**config.mk**
```make
export PLATFORM = sky130hd
export DESIGN_NAME = exec_unit
export DESIGN_NICKNAME = d
export VERILOG_FILES = /design/src/rtl/exec_unit.sv
export SDC_FILE = /design/constraint.sdc
export NUM_CORES = 1
export LEC_CHECK = 0
export ABC_CLOCK_PERIOD_IN_PS = 2340
export BUFFER_PORTS_ARGS = -buffer_cell sky130_fd_sc_hd__clkbuf_2
export CAP_MARGIN = 10
export CORE_MARGIN = 1.5
export CORE_UTILIZATION = 51
export CTS_CLUSTER_DIAMETER = 80
export CTS_CLUSTER_SIZE = 24
export DETAILED_ROUTE_END_ITERATION = 7
export GPL_TIMING_DRIVEN = 0
export HOLD_SLACK_MARGIN = 0.1
export PLACE_DENSITY = 0.8
export SYNTH_ARGS = -nofsm -noshare
export SYNTH_HDL_FRONTEND = slang
export SYNTH_SLANG_ARGS = --single-unit
```
**constraint.sdc**
```tcl
create_clock -name clk -period 2.34 [get_ports clk]
set_input_delay 0.585 -clock clk [delete_from_list [all_inputs] [get_ports clk]]
set_output_delay 0.585 -clock clk [all_outputs]
set_load 0.05 [all_outputs]
```
**src/rtl/exec_unit.sv**
```systemverilog
`default_nettype none
// ============================================================================
//  Module   : exec_unit
//  Purpose  : Instruction execute unit. Accepts one memory-reference or
//             register-reference operation per request, runs it against an
//             accumulator (AC) and extend bit (E), issues the needed memory
//             read/write, and reports completion, errors, skip and branch.
//  Ports    : clk, reset_n           - clock, async active-low reset
//             i_execute + op strobes - request and exactly-one-hot op select
//             i_addr, i_imm          - operand address, load-AC immediate
//             o_mem_* / i_mem_*      - single-request memory port
//             o_ac, o_e              - accumulator and extend bit
//             o_ex_done, o_err, o_skip, o_pc_load, o_pc_addr, o_busy - status
//  Revision : 1.0 - initial release
// ============================================================================
module exec_unit #(
  parameter int DWIDTH = 16,
  parameter int AWIDTH = 12
) (
  input  logic              clk,
  input  logic              reset_n,
  input  logic              i_execute,
  input  logic              i_add,
  input  logic              i_load,
  input  logic              i_store,
  input  logic              i_branch,
  input  logic              i_isz,
  input  logic              i_clr_ac,
  input  logic              i_clr_e,
  input  logic              i_comp_ac,
  input  logic              i_load_ac,
  input  logic              i_cir_r,
  input  logic              i_cir_l,
  input  logic              i_inc_ac,
  input  logic [AWIDTH-1:0] i_addr,
  input  logic [7:0]        i_imm,
  output logic [AWIDTH-1:0] o_mem_addr,
  output logic              o_mem_rd,
  output logic              o_mem_we,
  output logic [DWIDTH-1:0] o_mem_wdata,
  input  logic [DWIDTH-1:0] i_mem_rdata,
  input  logic              i_mem_valid,
  output logic [DWIDTH-1:0] o_ac,
  output logic              o_e,
  output logic              o_ex_done,
  output logic              o_err,
  output logic              o_skip,
  output logic              o_pc_load,
  output logic [AWIDTH-1:0] o_pc_addr,
  output logic              o_busy
);

  typedef enum logic [2:0] {
    IDLE    = 3'd0,
    RD_REQ  = 3'd1,
    RD_WAIT = 3'd2,
    WR_REQ  = 3'd3,
    DONE    = 3'd4
  } state_t;

  typedef enum logic [1:0] {
    OP_ADD  = 2'd0,
    OP_LOAD = 2'd1,
    OP_ISZ  = 2'd2
  } rdop_t;

  // Last RD_WAIT cycle index (counter starts at 0 on entry -> 255 cycles).
  localparam logic [7:0] c_TIMEOUT_LAST = 8'd254;

  state_t              state_q, state_d;
  rdop_t               op_q, op_d;
  logic [DWIDTH-1:0]   ac_q, ac_d;
  logic                e_q, e_d;
  logic [AWIDTH-1:0]   addr_q, addr_d;
  logic [DWIDTH-1:0]   wdata_q, wdata_d;
  logic [7:0]          cnt_q, cnt_d;
  logic                err_q, err_d;
  logic                skip_q, skip_d;
  logic                pcl_q, pcl_d;

  logic [11:0]         w_strobes;
  logic                w_onehot;
  logic [DWIDTH:0]     w_sum;
  logic [DWIDTH-1:0]   w_rd_inc;

  assign w_strobes = {i_add, i_load, i_store, i_branch, i_isz, i_clr_ac,
                      i_clr_e, i_comp_ac, i_load_ac, i_cir_r, i_cir_l, i_inc_ac};
  // Exactly one bit set: non-zero and clearing the lowest set bit leaves zero.
  assign w_onehot  = (w_strobes != 12'd0) &&
                     ((w_strobes & (w_strobes - 12'd1)) == 12'd0);
  assign w_sum     = {1'b0, ac_q} + {1'b0, i_mem_rdata};
  assign w_rd_inc  = i_mem_rdata + DWIDTH'(1);

  always_comb begin
    state_d = state_q;
    op_d    = op_q;
    ac_d    = ac_q;
    e_d     = e_q;
    addr_d  = addr_q;
    wdata_d = wdata_q;
    cnt_d   = cnt_q;
    err_d   = err_q;
    skip_d  = skip_q;
    pcl_d   = pcl_q;
    case (state_q)
      IDLE: begin
        if (i_execute) begin
          err_d  = 1'b0;
          skip_d = 1'b0;
          pcl_d  = 1'b0;
          if (!w_onehot) begin
            err_d   = 1'b1;
            state_d = DONE;
          end else if (i_add || i_load || i_isz) begin
            addr_d  = i_addr;
            op_d    = i_add ? OP_ADD : (i_load ? OP_LOAD : OP_ISZ);
            state_d = RD_REQ;
          end else if (i_store) begin
            addr_d  = i_addr;
            wdata_d = ac_q;
            state_d = WR_REQ;
          end else if (i_branch) begin
            addr_d  = i_addr;
            pcl_d   = 1'b1;
            state_d = DONE;
          end else begin
            // Register-reference op: strobes are one-hot here, so at most
            // one of the following assignments takes effect.
            state_d = DONE;
            if (i_clr_ac)  ac_d = '0;
            if (i_clr_e)   e_d  = 1'b0;
            if (i_comp_ac) ac_d = ~ac_q;
            if (i_load_ac) ac_d = {{(DWIDTH-8){1'b0}}, i_imm};
            if (i_cir_r) begin
              ac_d = {e_q, ac_q[DWIDTH-1:1]};
              e_d  = ac_q[0];
            end
            if (i_cir_l) begin
              ac_d = {ac_q[DWIDTH-2:0], e_q};
              e_d  = ac_q[DWIDTH-1];
            end
            if (i_inc_ac)  ac_d = ac_q + DWIDTH'(1);
          end
        end
      end
      RD_REQ: begin
        cnt_d   = 8'd0;
        state_d = RD_WAIT;
      end
      RD_WAIT: begin
        if (i_mem_valid) begin
          state_d = DONE;
          case (op_q)
            OP_ADD:  {e_d, ac_d} = w_sum;
            OP_LOAD: ac_d = i_mem_rdata;
            default: begin
              wdata_d = w_rd_inc;
              skip_d  = (w_rd_inc == '0);
              state_d = WR_REQ;
            end
          endcase
        end else if (cnt_q == c_TIMEOUT_LAST) begin
          err_d   = 1'b1;
          state_d = DONE;
        end else begin
          cnt_d = cnt_q + 8'd1;
        end
      end
      WR_REQ:  state_d = DONE;
      DONE:    state_d = IDLE;
      default: state_d = IDLE;
    endcase
  end

  always_ff @(posedge clk or negedge reset_n) begin
    if (!reset_n) begin
      state_q <= IDLE;
      op_q    <= OP_ADD;
      ac_q    <= '0;
      e_q     <= 1'b0;
      addr_q  <= '0;
      wdata_q <= '0;
      cnt_q   <= 8'd0;
      err_q   <= 1'b0;
      skip_q  <= 1'b0;
      pcl_q   <= 1'b0;
    end else begin
      state_q <= state_d;
      op_q    <= op_d;
      ac_q    <= ac_d;
      e_q     <= e_d;
      addr_q  <= addr_d;
      wdata_q <= wdata_d;
      cnt_q   <= cnt_d;
      err_q   <= err_d;
      skip_q  <= skip_d;
      pcl_q   <= pcl_d;
    end
  end

  // Request/status strobes decode straight from state, so each is a clean
  // single-cycle pulse and rd/we are mutually exclusive by construction.
  assign o_mem_rd    = (state_q == RD_REQ);
  assign o_mem_we    = (state_q == WR_REQ);
  assign o_ex_done   = (state_q == DONE);
  assign o_busy      = (state_q != IDLE);
  assign o_err       = o_ex_done & err_q;
  assign o_skip      = o_ex_done & skip_q;
  assign o_pc_load   = o_ex_done & pcl_q;
  assign o_mem_addr  = addr_q;
  assign o_pc_addr   = addr_q;
  assign o_mem_wdata = wdata_q;
  assign o_ac        = ac_q;
  assign o_e         = e_q;

endmodule
`default_nettype wire

```
After elaboration in Yosys (flattened, before gate mapping)
Index checks and enable logic that the tools add are counted.
Widths: inputs -> output; s select.
{"block": "word_totals", "ff_bits": 61, "in_bits": 52, "word_cells": 126}
{"block": "op_classes", "n_addsub": 5, "eq_ne": 22, "muxes": 61, "n_bitwise": 5, "reduce_logical": 23}
{"operator": "$mux 16", "count": 18}
{"operator": "$pmux 16 s2", "count": 3}
{"operator": "$mux 12", "count": 3}
{"operator": "$add 16x1->16 const B", "count": 2}
{"operator": "$ne 2x2->1 const B", "count": 11}
{"operator": "$mux 1", "count": 21}
{"operator": "$mux 3", "count": 7}
{"operator": "$reduce_and 9->1", "count": 2}
{"operator": "$add 16x16->17", "count": 1}
{"operator": "$logic_not 16->1", "count": 1}
{"operator": "$mux 8", "count": 2}
{"operator": "$not 16->16", "count": 1}
{"operator": "$pmux 8 s2", "count": 1}
{"operator": "$reduce_and 4->1", "count": 4}
{"operator": "$and 12x12->12", "count": 1}
{"operator": "$logic_not 12->1", "count": 1}
{"operator": "$pmux 3 s4", "count": 1}
{"operator": "$reduce_bool 12->1", "count": 1}
{"operator": "$sub 12x1->12 const B", "count": 1}
{"operator": "$add 8x1->8 const B", "count": 1}
{"operator": "$eq 8x8->1 const B", "count": 1}
{"operator": "$ne 7x7->1 const B", "count": 1}
{"operator": "$reduce_and 7->1", "count": 1}
{"operator": "$eq 3x2->1 const B", "count": 2}
{"operator": "19 further kinds", "count": 28}

Longest topological paths before layout
Gate-level depths: netlist of run 1.
{"block": "logic_depth", "word_depth": 12, "depth_mapped": 10, "ltp_nobuf": 10}

Least setup slack after synthesis of run 1
OpenSTA, ideal clock, no wires.
{"block": "synth_timing", "path_type": "register to register", "start": "register state_q[1]", "end": "register cnt_q[5]", "setup_ps": 85, "t_arrival_ps": 3035, "slack_ps": -780, "stages_incl_launch_ff": 7, "path_buffers": 1, "path_cell_list": "dfrtp_1 > clkbuf_1 > nor3b_1 > nand2b_1 > nand4_1 > or3_1 > a21oi_1"}
{"block": "synth_between", "elab_chain_cells": 3, "word_cells_on_any_way": 7, "classes_between": "4 x eq/ne; 1 x mux; 2 x reduce/logical"}
{"item": "start, declared", "line_no": "70", "source": "state_t state_q, state_d;"}
{"item": "start signal, assigned", "line_no": "188", "source": "state_q <= state_d;"}
{"item": "$eq 3x1->1 *"}
{"item": "via o_mem_rd", "line_no": "38", "source": "output logic o_mem_rd,"}
{"item": "$reduce_bool 2->1 (no source line)"}
{"item": "$reduce_and 3->1 (no source line)"}
{"item": "end signal, assigned", "line_no": "194", "source": "cnt_q <= cnt_d;"}
{"item": "end, declared", "line_no": "76", "source": "logic [7:0] cnt_q, cnt_d;"}
Mark *: on every way through the listed nets, which the timed path passes. The rest lies on a longest branch.
A chain may end at the register's enable or synchronous reset.

Final worst setup path of run 1
{"block": "layout_timing", "start": "input i_cir_l", "end": "register wdata_q[3], in the netlist o_mem_wdata[3]"}
{"block": "layout_between", "elab_chain_cells": 6, "word_cells_on_any_way": 7, "classes_between": "1 x add/sub; 1 x eq/ne; 1 x bitwise; 4 x reduce/logical"}
{"item": "start, declared", "line_no": "33", "source": "input logic i_cir_l,"}
{"item": "$sub 12x1->12", "line_no": "90", "source": "((w_strobes & (w_strobes - 12'd1)) == 12'd0);"}
{"item": "$and 12x12->12", "line_no": "90"}
{"item": "$logic_not 12->1", "line_no": "90"}
{"item": "$logic_and 1x1->1 *", "line_no": "89", "source": "assign w_onehot = (w_strobes != 12'd0) &&"}
{"item": "$ne 2x2->1 (no source line) *"}
{"item": "$reduce_and 7->1 (no source line) *"}
{"item": "end signal, assigned", "line_no": "193", "source": "wdata_q <= wdata_d;"}
{"item": "end, declared", "line_no": "75", "source": "logic [DWIDTH-1:0] wdata_q, wdata_d;"}
Mark *: on every way between the ends. The rest lies on a longest branch, timed or not.

==> results.rst, run 1 <==
.. list-table::
   :header-rows: 1

   * - Metric
     - Value
   * - Status
     - finished with violations
   * - Failing checks
     - negative setup slack
   * - Finished Cell Area
     - 6750 µm²
   * - Max-cap violation count
     - 0
   * - Post-synthesis to final-layout area growth
     - 25.9%
   * - Cells along the critical path
     - buf_12, nor3_4, o211ai_1, a211o_1, a21oi_4, nand3b_1, a2111o_1, buf_6, buf_12, mux2_4
   * - Number of diodes added for antenna fixing
     - 0
   * - Finish-stage setup viols
     - 17
   * - Number of enable flip-flop cells after synthesis
     - 0
   * - CTS Sinks
     - 61
   * - Clock buffer count from CTS
     - 9
   * - Transition time at the pin with the least slew margin
     - 0.866 ns
   * - Total grt overflow
     - 0
   * - Flop-to-flop setup slack
     - -0.05 ns
   * - CP delay by family, top
     - compound AO/OA/AOI/OAI gates
   * - Power density cells
     - between 400 and 500 nW/µm²
   * - Cell with the biggest individual delay on the critical path
     - sky130_fd_sc_hd__a2111o_1
   * - Max Clock Freq
     - a little over 0.4 GHz
   * - Drt first pass iters
     - 5
   * - Final Power
     - 0.00285 W
   * - Cell Area, Synth
     - ~5400 µm²
   * - Antenna Nets Post-Route
     - 0
   * - Worst Reg2Reg Path Length in Cells
     - 10
   * - Final worst clock skew
     - 0.0268 ns
   * - Number of cells on the critical path
     - 10
   * - Final Non-Filler Cells
     - 947
   * - Post-DP HPWL
     - 12,800 µm
   * - DR vias/cell
     - 6.12
   * - Number of warnings reported in the yosys synthesis log
     - 0
   * - Post-placement cell count
     - 916
   * - Combined buffer and inverter count along the critical path
     - 3
   * - Maximum buffer depth of the clock tree
     - 2
   * - Worst endpoint required time
     - 2.57 ns
   * - Element type at the critical path start
     - input port
   * - Reported leakage power
     - 3.08 nW
   * - Number of max-slew violations in the final report
     - 0
   * - Weighted congestion reported at the end of routability-driven placement
     - 0.919
   * - Routed length per placed instance
     - 18.2 µm
   * - Post-synth top flop
     - sky130_fd_sc_hd__dfrtp_1
   * - Nets
     - 880
   * - RR Startpoint
     - o_ac[0]
   * - Syn Area/Cell
     - 8.03 µm²
   * - Core box area
     - slightly above 10,000 µm²
   * - Final-report hold violation count
     - 0
   * - Worst VDD drop
     - 0.393 mV
   * - Path category of the worst min-delay check
     - in -> async
   * - Number of global-route vias before repair
     - 5,517
   * - First-pass GRT wire length
     - 27,100 µm
   * - Worst setup path start
     - i_cir_l
   * - Area enclosed by the die boundary
     - 11,100 µm²
   * - Overall die width
     - 106 µm
   * - Post-synthesis sequential area ratio
     - 0.285
   * - Startpoint-to-endpoint class of the critical path
     - in -> reg
   * - Crit-path max FO
     - 5
   * - GRT Total Usage
     - 0.307
   * - Type of element capturing the critical path
     - flop
   * - Critical Path AT
     - roughly 2.6 ns
   * - DRT Wirelength
     - 17,200 µm
   * - DRC viols
     - 0
   * - Cell type with the highest occurrence count on the critical path
     - sky130_fd_sc_hd__buf_12
   * - Worst Setup EP
     - o_mem_wdata[3]
   * - Antenna violations before repair
     - 0
   * - Final period utilization
     - 1.03
   * - Largest net degree at the start of global routing
     - 62
   * - Clk slew on worst S/H paths
     - 0.08 ns
   * - Min setup slack post-route
     - -0.0698 ns
   * - Post-synthesis register bit count
     - 61
   * - Worst relative slew slack
     - 0.422
   * - Routed via count
     - 5,796
   * - Initial Utilization
     - 0.522
   * - Clk_lat worst skew
     - 0.36 ns
   * - Final min period
     - 2.41 ns
   * - RSZ-0062 raised after global routing
     - yes
   * - Floorplan die height
     - roughly 110 µm
   * - Post-synthesis instance total
     - 668
   * - Hold-fix buffers at CTS
     - 0
   * - Proportion of layout cells with a drive suffix above 1
     - 0.309
   * - Total cell area at the placement stage
     - 6200 µm²
   * - Crit path largest cell delay
     - around 0.41 ns
   * - Max H-tree Level
     - 3
   * - Syn Nets
     - between 700 and 800
   * - Clock Tree Root
     - sky130_fd_sc_hd__clkbuf_8
   * - Clock tree from TritonCTS
     - yes
   * - Floorplan row count
     - 37
   * - Critical register-to-register path endpoint
     - o_e
   * - Count of buffers from port buffering
     - 112
   * - Number of top-level pins
     - 116
   * - Distinct cell type count after synthesis
     - 64
   * - Async set or reset register ratio after synthesis
     - 1.00
   * - Initial DRC Count
     - 384
[per-stage QoR]
stage	setup WS, ns	hold slack (ns)	utilization	setup TNS (ns)
2_1_floorplan	-0.312	0.289	-	-5.48
3_3_place_gp	-0.644	0.472	0.603	-19.81
4_1_cts	-0.0600	0.397	0.643	-0.667
6_report	-0.0698	0.371	0.657	-0.802
3_5_place_dp	-0.609	0.486	0.603	-21.21
5_1_grt	-0.186	0.458	0.657	-2.22
[what timing repair did]
action / in CTS / in global routing
resized for setup: 41 / 29
cloned: 1 / 0
endpoints found under the setup margin: 49 / 49
buffers inserted: 9 / 7
pin swaps: 14 / 15
[where the power goes]
| part | switching (W) | internal, W |
|---|---|---|
| clock | 0.000482 | 0.000493 |
| combinational | 0.000502 | 0.000251 |
| sequential | 0.0000460 | 0.00108 |
| total | 0.00103 | 0.00182 |
[layout make-up]
class / instances / area, µm²
multi-input cells: 530 / 3710
fillers: 915 / 3530
flip-flops and latches: 61 / 1540
repair buffers: 129 / 726
plain buffers: 57 / 340
well taps: 136 / 170
clock buffers: 9 / 124
clock inverters: 7 / 73.8
inverters: 18 / 67.6
[cell usage after synthesis (5+ instances only)]
| cell type | n | share of area |
|---|---|---|
| sky130_fd_sc_hd__nand2_1 | 71 | 0.050 |
| sky130_fd_sc_hd__dfrtp_1 | 61 | 0.28 |
| sky130_fd_sc_hd__o21ai_0 | 57 | 0.053 |
| sky130_fd_sc_hd__a21oi_1 | 54 | 0.050 |
| sky130_fd_sc_hd__nor2_1 | 52 | 0.036 |
| sky130_fd_sc_hd__clkbuf_1 | 36 | 0.025 |
| sky130_fd_sc_hd__xor2_1 | 22 | 0.036 |
| sky130_fd_sc_hd__ha_1 | 21 | 0.049 |
| sky130_fd_sc_hd__nand3_1 | 20 | 0.019 |
| sky130_fd_sc_hd__nor3_1 | 20 | 0.019 |
| sky130_fd_sc_hd__inv_1 | 18 | 0.013 |
| sky130_fd_sc_hd__xnor2_1 | 16 | 0.026 |
| sky130_fd_sc_hd__mux2_2 | 15 | 0.031 |
| sky130_fd_sc_hd__a211oi_1 | 13 | 0.018 |
| sky130_fd_sc_hd__buf_4 | 13 | 0.018 |
| sky130_fd_sc_hd__nand4_1 | 12 | 0.014 |
| sky130_fd_sc_hd__and2_1 | 10 | 0.012 |
| sky130_fd_sc_hd__mux2_4 | 10 | 0.028 |
| sky130_fd_sc_hd__o211ai_1 | 10 | 0.014 |
| sky130_fd_sc_hd__nand2b_1 | 9 | 0.010 |
| sky130_fd_sc_hd__mux2i_1 | 8 | 0.015 |
| sky130_fd_sc_hd__a22oi_1 | 7 | 0.0098 |
| sky130_fd_sc_hd__and4_1 | 7 | 0.011 |
| sky130_fd_sc_hd__nor2b_1 | 7 | 0.0082 |
| sky130_fd_sc_hd__o31ai_1 | 7 | 0.0098 |
| sky130_fd_sc_hd__a221oi_1 | 6 | 0.0098 |
| sky130_fd_sc_hd__or3_1 | 6 | 0.0070 |
| sky130_fd_sc_hd__a31oi_1 | 5 | 0.0058 |
| sky130_fd_sc_hd__and3_1 | 5 | 0.0058 |
| sky130_fd_sc_hd__o21a_1 | 5 | 0.0070 |
[metal layers]
layer | vias to the layer above | share of wire | global-route usage
li1 | 2708 | - | -
met1 | 2785 | 0.42 | 0.390
met2 | 258 | 0.48 | 0.525
met3 | 45 | 0.063 | 0.0353
met4 | 0 | 0.035 | 0.138
met5 | - | 0 | 0
[worst reg2reg max path, cell delays in order (launching register included)]
cell	delay (ns)
sky130_fd_sc_hd__dfrtp_4	0.50
sky130_fd_sc_hd__ha_4	0.17
sky130_fd_sc_hd__inv_2	0.04
sky130_fd_sc_hd__fa_2	0.19
sky130_fd_sc_hd__nand2b_4	0.15
sky130_fd_sc_hd__a211oi_4	0.08
sky130_fd_sc_hd__o21ai_2	0.19
sky130_fd_sc_hd__a21oi_2	0.11
sky130_fd_sc_hd__or4_4	0.43
sky130_fd_sc_hd__a311oi_2	0.31
sky130_fd_sc_hd__o31ai_1	0.10
[cell usage in the layout, fill, tap and decap left out, types with 15 or more instances in the layout]
master,n
sky130_fd_sc_hd__a21oi_1,53
sky130_fd_sc_hd__buf_4,28
sky130_fd_sc_hd__clkbuf_1,24
sky130_fd_sc_hd__clkbuf_2,115
sky130_fd_sc_hd__dfrtp_1,52
sky130_fd_sc_hd__ha_1,18
sky130_fd_sc_hd__inv_1,17
sky130_fd_sc_hd__mux2_2,15
sky130_fd_sc_hd__nand2_1,69
sky130_fd_sc_hd__nand3_1,20
sky130_fd_sc_hd__nor2_1,45
sky130_fd_sc_hd__nor3_1,16
sky130_fd_sc_hd__o21ai_0,50
sky130_fd_sc_hd__xnor2_1,16
sky130_fd_sc_hd__xor2_1,22
[worst min-delay path by stage]
stage                         startpoint             end  slack, ns  depth (start not counted)
final                            reset_n           pcl_q       0.37                          1
after global routing             reset_n  o_mem_wdata[0]       0.46                          1
after CTS                        reset_n  o_mem_wdata[0]       0.40                          1
after detailed placement  o_mem_wdata[8]  o_mem_wdata[8]       0.49                          1
after global placement             pcl_q           pcl_q       0.47                          1
after floorplan                  reset_n        cnt_q[0]       0.29                          0
[state kept, by name, indices dropped and copies added, names as in the netlist]
register / flops
skip_q: 1
o_mem_addr: 12
state_q: 3
o_mem_wdata: 16
o_e: 1
o_ac: 16
err_q: 1
cnt_q: 8
op_q: 2
pcl_q: 1
[kinds of logic after synthesis]
kind of cell | count (synthesis) | share of synthesized area
multiplexers | 36 | 0.0807
flip-flops | 61 | 0.285
adder cells (fa/ha/maj) | 23 | 0.0546
AND/OR/NAND/NOR | 233 | 0.213
XOR/XNOR | 38 | 0.0620
buffers and inverters | 77 | 0.0667
AO/OA/AOI/OAI | 200 | 0.238
No activity file was read; power rests on OpenSTA's default activity.
==> inputs of run 2 (changes only) <==
- ABC_AREA: default -> 1
- HOLD_SLACK_MARGIN: 0.1 -> default
- PLACE_DENSITY: 0.8 -> 0.79
==> results.rst, run 2 <==
.. list-table::
   :header-rows: 1

   * - Metric
     - Value
   * - Max-cap violation count
     - 0 (unchanged)
   * - Weighted congestion reported at the end of routability-driven placement
     - 0.981 (was 0.919)
   * - Number of warnings reported in the yosys synthesis log
     - 0 (unchanged)
   * - Clock Tree Root
     - sky130_fd_sc_hd__clkbuf_16 (was sky130_fd_sc_hd__clkbuf_8)
   * - Worst VDD drop
     - 0.644 mV (was 0.393 mV)
   * - Met2 layer usage reported by global route
     - 0.504 (was 0.525)
   * - Worst endpoint required time
     - 1.75 ns (was 2.57 ns)
   * - Critical Path AT
     - 1.55 ns (was 2.64 ns)
   * - Post-synthesis sequential area ratio
     - 0.265 (was 0.285)
   * - Number of enable flip-flop cells after synthesis
     - 0 (unchanged)
   * - Syn Area/Cell
     - 6.30 µm² (was 8.03 µm²)
   * - DRT Wirelength
     - 17,800 µm (was 17,200 µm)
   * - Post-synthesis to final-layout area growth
     - 19.9% (was 25.9%)
   * - Cells along the critical path
     - inv_1, nor3_1, clkbuf_2 (was buf_12, nor3_4, o211ai_1, a211o_1, a21oi_4, nand3b_1, a2111o_1, buf_6, buf_12, mux2_4)
   * - Total grt overflow
     - 0 (unchanged)
   * - Startpoint-to-endpoint class of the critical path
     - reg -> out (was in -> reg)
   * - Final Power
     - 0.00560 W (was 0.00285 W)
   * - Clock tree from TritonCTS
     - yes (unchanged)
   * - Top library cells by usage in the layout, fill and taps aside
     - sky130_fd_sc_hd__nand2_1 (293), sky130_fd_sc_hd__clkbuf_2 (115), sky130_fd_sc_hd__inv_1 (106), sky130_fd_sc_hd__nor2_1 (77), sky130_fd_sc_hd__nand3_1 (70) (was sky130_fd_sc_hd__clkbuf_2 (115), sky130_fd_sc_hd__nand2_1 (69), sky130_fd_sc_hd__a21oi_1 (53), sky130_fd_sc_hd__dfrtp_1 (52), sky130_fd_sc_hd__o21ai_0 (50))
   * - Clk_lat worst skew
     - 0.34 ns (was 0.36 ns)
   * - Combined buffer and inverter count along the critical path
     - 2 (was 3)
   * - Cell types with the largest area share after synthesis
     - sky130_fd_sc_hd__dfrtp_1 (26%), sky130_fd_sc_hd__nand2_1 (19%), sky130_fd_sc_hd__inv_1 (7.0%), sky130_fd_sc_hd__nand3_1 (6.1%), sky130_fd_sc_hd__nor2_1 (5.1%) (was sky130_fd_sc_hd__dfrtp_1 (28%), sky130_fd_sc_hd__o21ai_0 (5.3%), sky130_fd_sc_hd__a21oi_1 (5.0%), sky130_fd_sc_hd__nand2_1 (5.0%), sky130_fd_sc_hd__ha_1 (4.9%))
   * - Crit-path max FO
     - 5 (unchanged)
   * - Count of buffers from port buffering
     - 115 (was 112)
   * - Final Non-Filler Cells
     - 1,187 (was 947)
   * - Cell Area, Synth
     - 5760 µm² (was 5360 µm²)
   * - Flop-to-flop setup slack
     - 0.22 ns (was -0.05 ns)
   * - Transition time at the pin with the least slew margin
     - 0.868 ns (was 0.866 ns)
   * - Peak-usage layer in the global routing report
     - met2 (unchanged)
   * - Number of max-slew violations in the final report
     - 0 (unchanged)
   * - Antenna Nets Post-Route
     - 0 (unchanged)
   * - Largest net degree at the start of global routing
     - 62 (unchanged)
   * - Cell with the biggest individual delay on the critical path
     - sky130_fd_sc_hd__dfrtp_1 (was sky130_fd_sc_hd__a2111o_1)
   * - Reported leakage power
     - 3.75 nW (was 3.08 nW)
   * - Crit path largest cell delay
     - 0.52 ns (was 0.41 ns)
   * - Type of element capturing the critical path
     - output port (was flop)
   * - Finish-stage setup viols
     - 0 (was 17)
   * - Syn Nets
     - 989 (was 742)
   * - Core box area
     - 10,900 µm² (was 10,300 µm²)
   * - Post-DP HPWL
     - 14,100 µm (was 12,800 µm)
   * - Initial DRC Count
     - 652 (was 384)
   * - Power density cells
     - 811 nW/µm² (was 423 nW/µm²)
   * - GRT Total Usage
     - 0.306 (was 0.307)
   * - CP delay by family, top
     - flip-flops (was compound AO/OA/AOI/OAI gates)
   * - Number of global-route vias before repair
     - 5,758 (was 5,517)
   * - Antenna violations before repair
     - 0 (unchanged)
   * - Cell with the most instances after synthesis
     - sky130_fd_sc_hd__nand2_1 (unchanged)
   * - Clock buffer count from CTS
     - 9 (unchanged)
   * - First-pass GRT wire length
     - 28,100 µm (was 27,100 µm)
   * - Area enclosed by the die boundary
     - 11,900 µm² (was 11,100 µm²)
   * - Maximum buffer depth of the clock tree
     - 2 (unchanged)
   * - Proportion of netlist area held by the largest area contributor
     - 0.265 (was 0.285)
   * - Commonest cells in the netlist
     - sky130_fd_sc_hd__nand2_1 (294), sky130_fd_sc_hd__inv_1 (107), sky130_fd_sc_hd__nor2_1 (78) (was sky130_fd_sc_hd__nand2_1 (71), sky130_fd_sc_hd__dfrtp_1 (61), sky130_fd_sc_hd__o21ai_0 (57))
   * - Post-synthesis register bit count
     - 61 (unchanged)
   * - Final period utilization
     - 0.912 (was 1.03)
   * - Setup TNS Final
     - 0 ns (was -0.802 ns)
   * - Number of diodes added for antenna fixing
     - 0 (unchanged)
   * - Routing usage on met3
     - 0.0454 (was 0.0353)
   * - Post-synthesis cell type with the largest combined area
     - sky130_fd_sc_hd__dfrtp_1 (unchanged)
   * - Post-synth top flop
     - sky130_fd_sc_hd__dfrtp_1 (unchanged)
   * - Max H-tree Level
     - 3 (unchanged)
   * - Path category of the worst min-delay check
     - in -> async (unchanged)
   * - Status
     - finished clean (was finished with violations)
   * - Routed via count
     - 6,570 (was 5,796)
   * - Floorplan row count
     - 38 (was 37)
   * - Final min period
     - 2.13 ns (was 2.41 ns)
   * - Initial Utilization
     - 0.527 (was 0.522)
   * - Distinct cell type count after synthesis
     - 43 (was 64)
   * - Hold-fix buffers at CTS
     - 0 (unchanged)
   * - DRC viols
     - 0 (unchanged)
   * - Min setup slack post-route
     - 0.207 ns (was -0.0698 ns)
   * - Max Clock Freq
     - 0.469 GHz (was 0.415 GHz)
   * - CTS Sinks
     - 61 (unchanged)
   * - Worst relative slew slack
     - 0.422 (about the same)
   * - Final-report hold violation count
     - 0 (unchanged)
   * - Post-layout util
     - 0.632 (was 0.657)
   * - Floorplan die height
     - 109 µm (was 106 µm)
   * - Element type at the critical path start
     - flop (was input port)
   * - Clk slew on worst S/H paths
     - 0.05 ns (was 0.08 ns)
   * - Post-placement cell count
     - 1,170 (was 916)
   * - Routed length per placed instance
     - 15.0 µm (was 18.2 µm)
   * - Number of top-level pins
     - 116 (unchanged)
   * - Post-synthesis instance total
     - 915 (was 668)
   * - Async set or reset register ratio after synthesis
     - 1.00 (unchanged)
   * - Setup WS pre-CTS
     - -0.236 ns (was -0.609 ns)
   * - Drt first pass iters
     - 5 (unchanged)
   * - Final worst clock skew
     - 0.0118 ns (was 0.0268 ns)
   * - RSZ-0062 raised after global routing
     - no (was yes)
   * - Proportion of layout cells with a drive suffix above 1
     - 0.202 (was 0.309)
   * - Global-route track usage on met1
     - 0.405 (was 0.390)
   * - DR vias/cell
     - 5.53 (was 6.12)
   * - Nets
     - 1,116 (was 880)
   * - Overall die width
     - 109 µm (was 106 µm)
   * - Commonest non-fill, non-tap cell in the layout
     - sky130_fd_sc_hd__nand2_1 (was sky130_fd_sc_hd__clkbuf_2)
==> run 2: per-stage QoR <==
| stage | hold WS [ns] | cell area, µm² |
|---|---|---|
| 5_1_grt | 0.450 | 6910 |
| 6_report | 0.378 | 6910 |
| 4_1_cts | 0.411 | 6880 |
| 3_5_place_dp | 0.471 | 6530 |
| 3_3_place_gp | 0.465 | 6530 |
| 2_1_floorplan | 0.289 | 5780 |
==> run 2: logic make-up (layout without fill, tap and decap cells) <==
logic type | Yosys count | in the layout | share of synthesized area
flip-flops | 61 | 61 | 0.265
adder cells (fa/ha/maj) | 22 | 22 | 0.0491
XOR/XNOR | 19 | 19 | 0.0289
multiplexers | 1 | 1 | 0.00174
buffers and inverters | 146 | 278 | 0.113
AND/OR/NAND/NOR | 501 | 501 | 0.372
AO/OA/AOI/OAI | 165 | 165 | 0.170
==> run 2: worst reg2reg max path: stages, from the launching register on <==
cell	delay, ns
sky130_fd_sc_hd__dfrtp_2	0.40
sky130_fd_sc_hd__buf_4	0.17
sky130_fd_sc_hd__ha_1	0.17
sky130_fd_sc_hd__nand2_1	0.07
sky130_fd_sc_hd__nor2_1	0.16
sky130_fd_sc_hd__nand3_1	0.19
sky130_fd_sc_hd__nor3_1	0.37
sky130_fd_sc_hd__nand2_1	0.09
sky130_fd_sc_hd__nand2_1	0.07
sky130_fd_sc_hd__nand3_1	0.07
sky130_fd_sc_hd__nand2_1	0.10
sky130_fd_sc_hd__nand2_1	0.06
sky130_fd_sc_hd__nand2_1	0.06
sky130_fd_sc_hd__nand2_1	0.04
==> run 2: power breakdown <==
| group | internal (W) | total (W) | switching, W |
|---|---|---|---|
| combinational | 0.000752 | 0.00260 | 0.00185 |
| clock | 0.00107 | 0.00154 | 0.000474 |
| sequential | 0.00120 | 0.00146 | 0.000261 |
| total | 0.00302 | 0.00560 | 0.00259 |
==> run 2: cell type report <==
cell class / count / area (µm²)
fill: 1062 / 4030
multi-input combinational: 708 / 3620
sequential: 61 / 1530
timing repair buffer: 116 / 586
inverter: 110 / 413
clock buffer: 12 / 246
buffer: 36 / 241
tap: 140 / 175
clock inverter: 4 / 95.1
==> run 2: final timing paths <==
kind                            startpoint         endpoint  depth (start not counted)
setup / recovery                state_q[1]         o_mem_we                          3
hold / removal                     reset_n         cnt_q[2]                          1
setup reg to reg                   o_ac[0]         o_ac[12]                         13
hold reg to reg            o_mem_wdata[12]  o_mem_wdata[12]                          2
max in group asynchronous          reset_n          o_ac[0]                          1
min in group clk                 i_addr[9]    o_mem_addr[9]                          3
==> run 2: repair_timing <==
action | CTS | global route
pin swaps | 0 | 0
endpoints found under the setup margin | 3 | 7
gates resized for setup | 1 | 9
buffers inserted | 0 | 1
==> run 2: layer usage <==
layer	share of wire	wire, µm	up-vias
li1	-	-	3227
met3	0.081	1450	42
met4	0.027	482	0
met1	0.43	7650	2987
met2	0.46	8260	314
met5	0	0	-
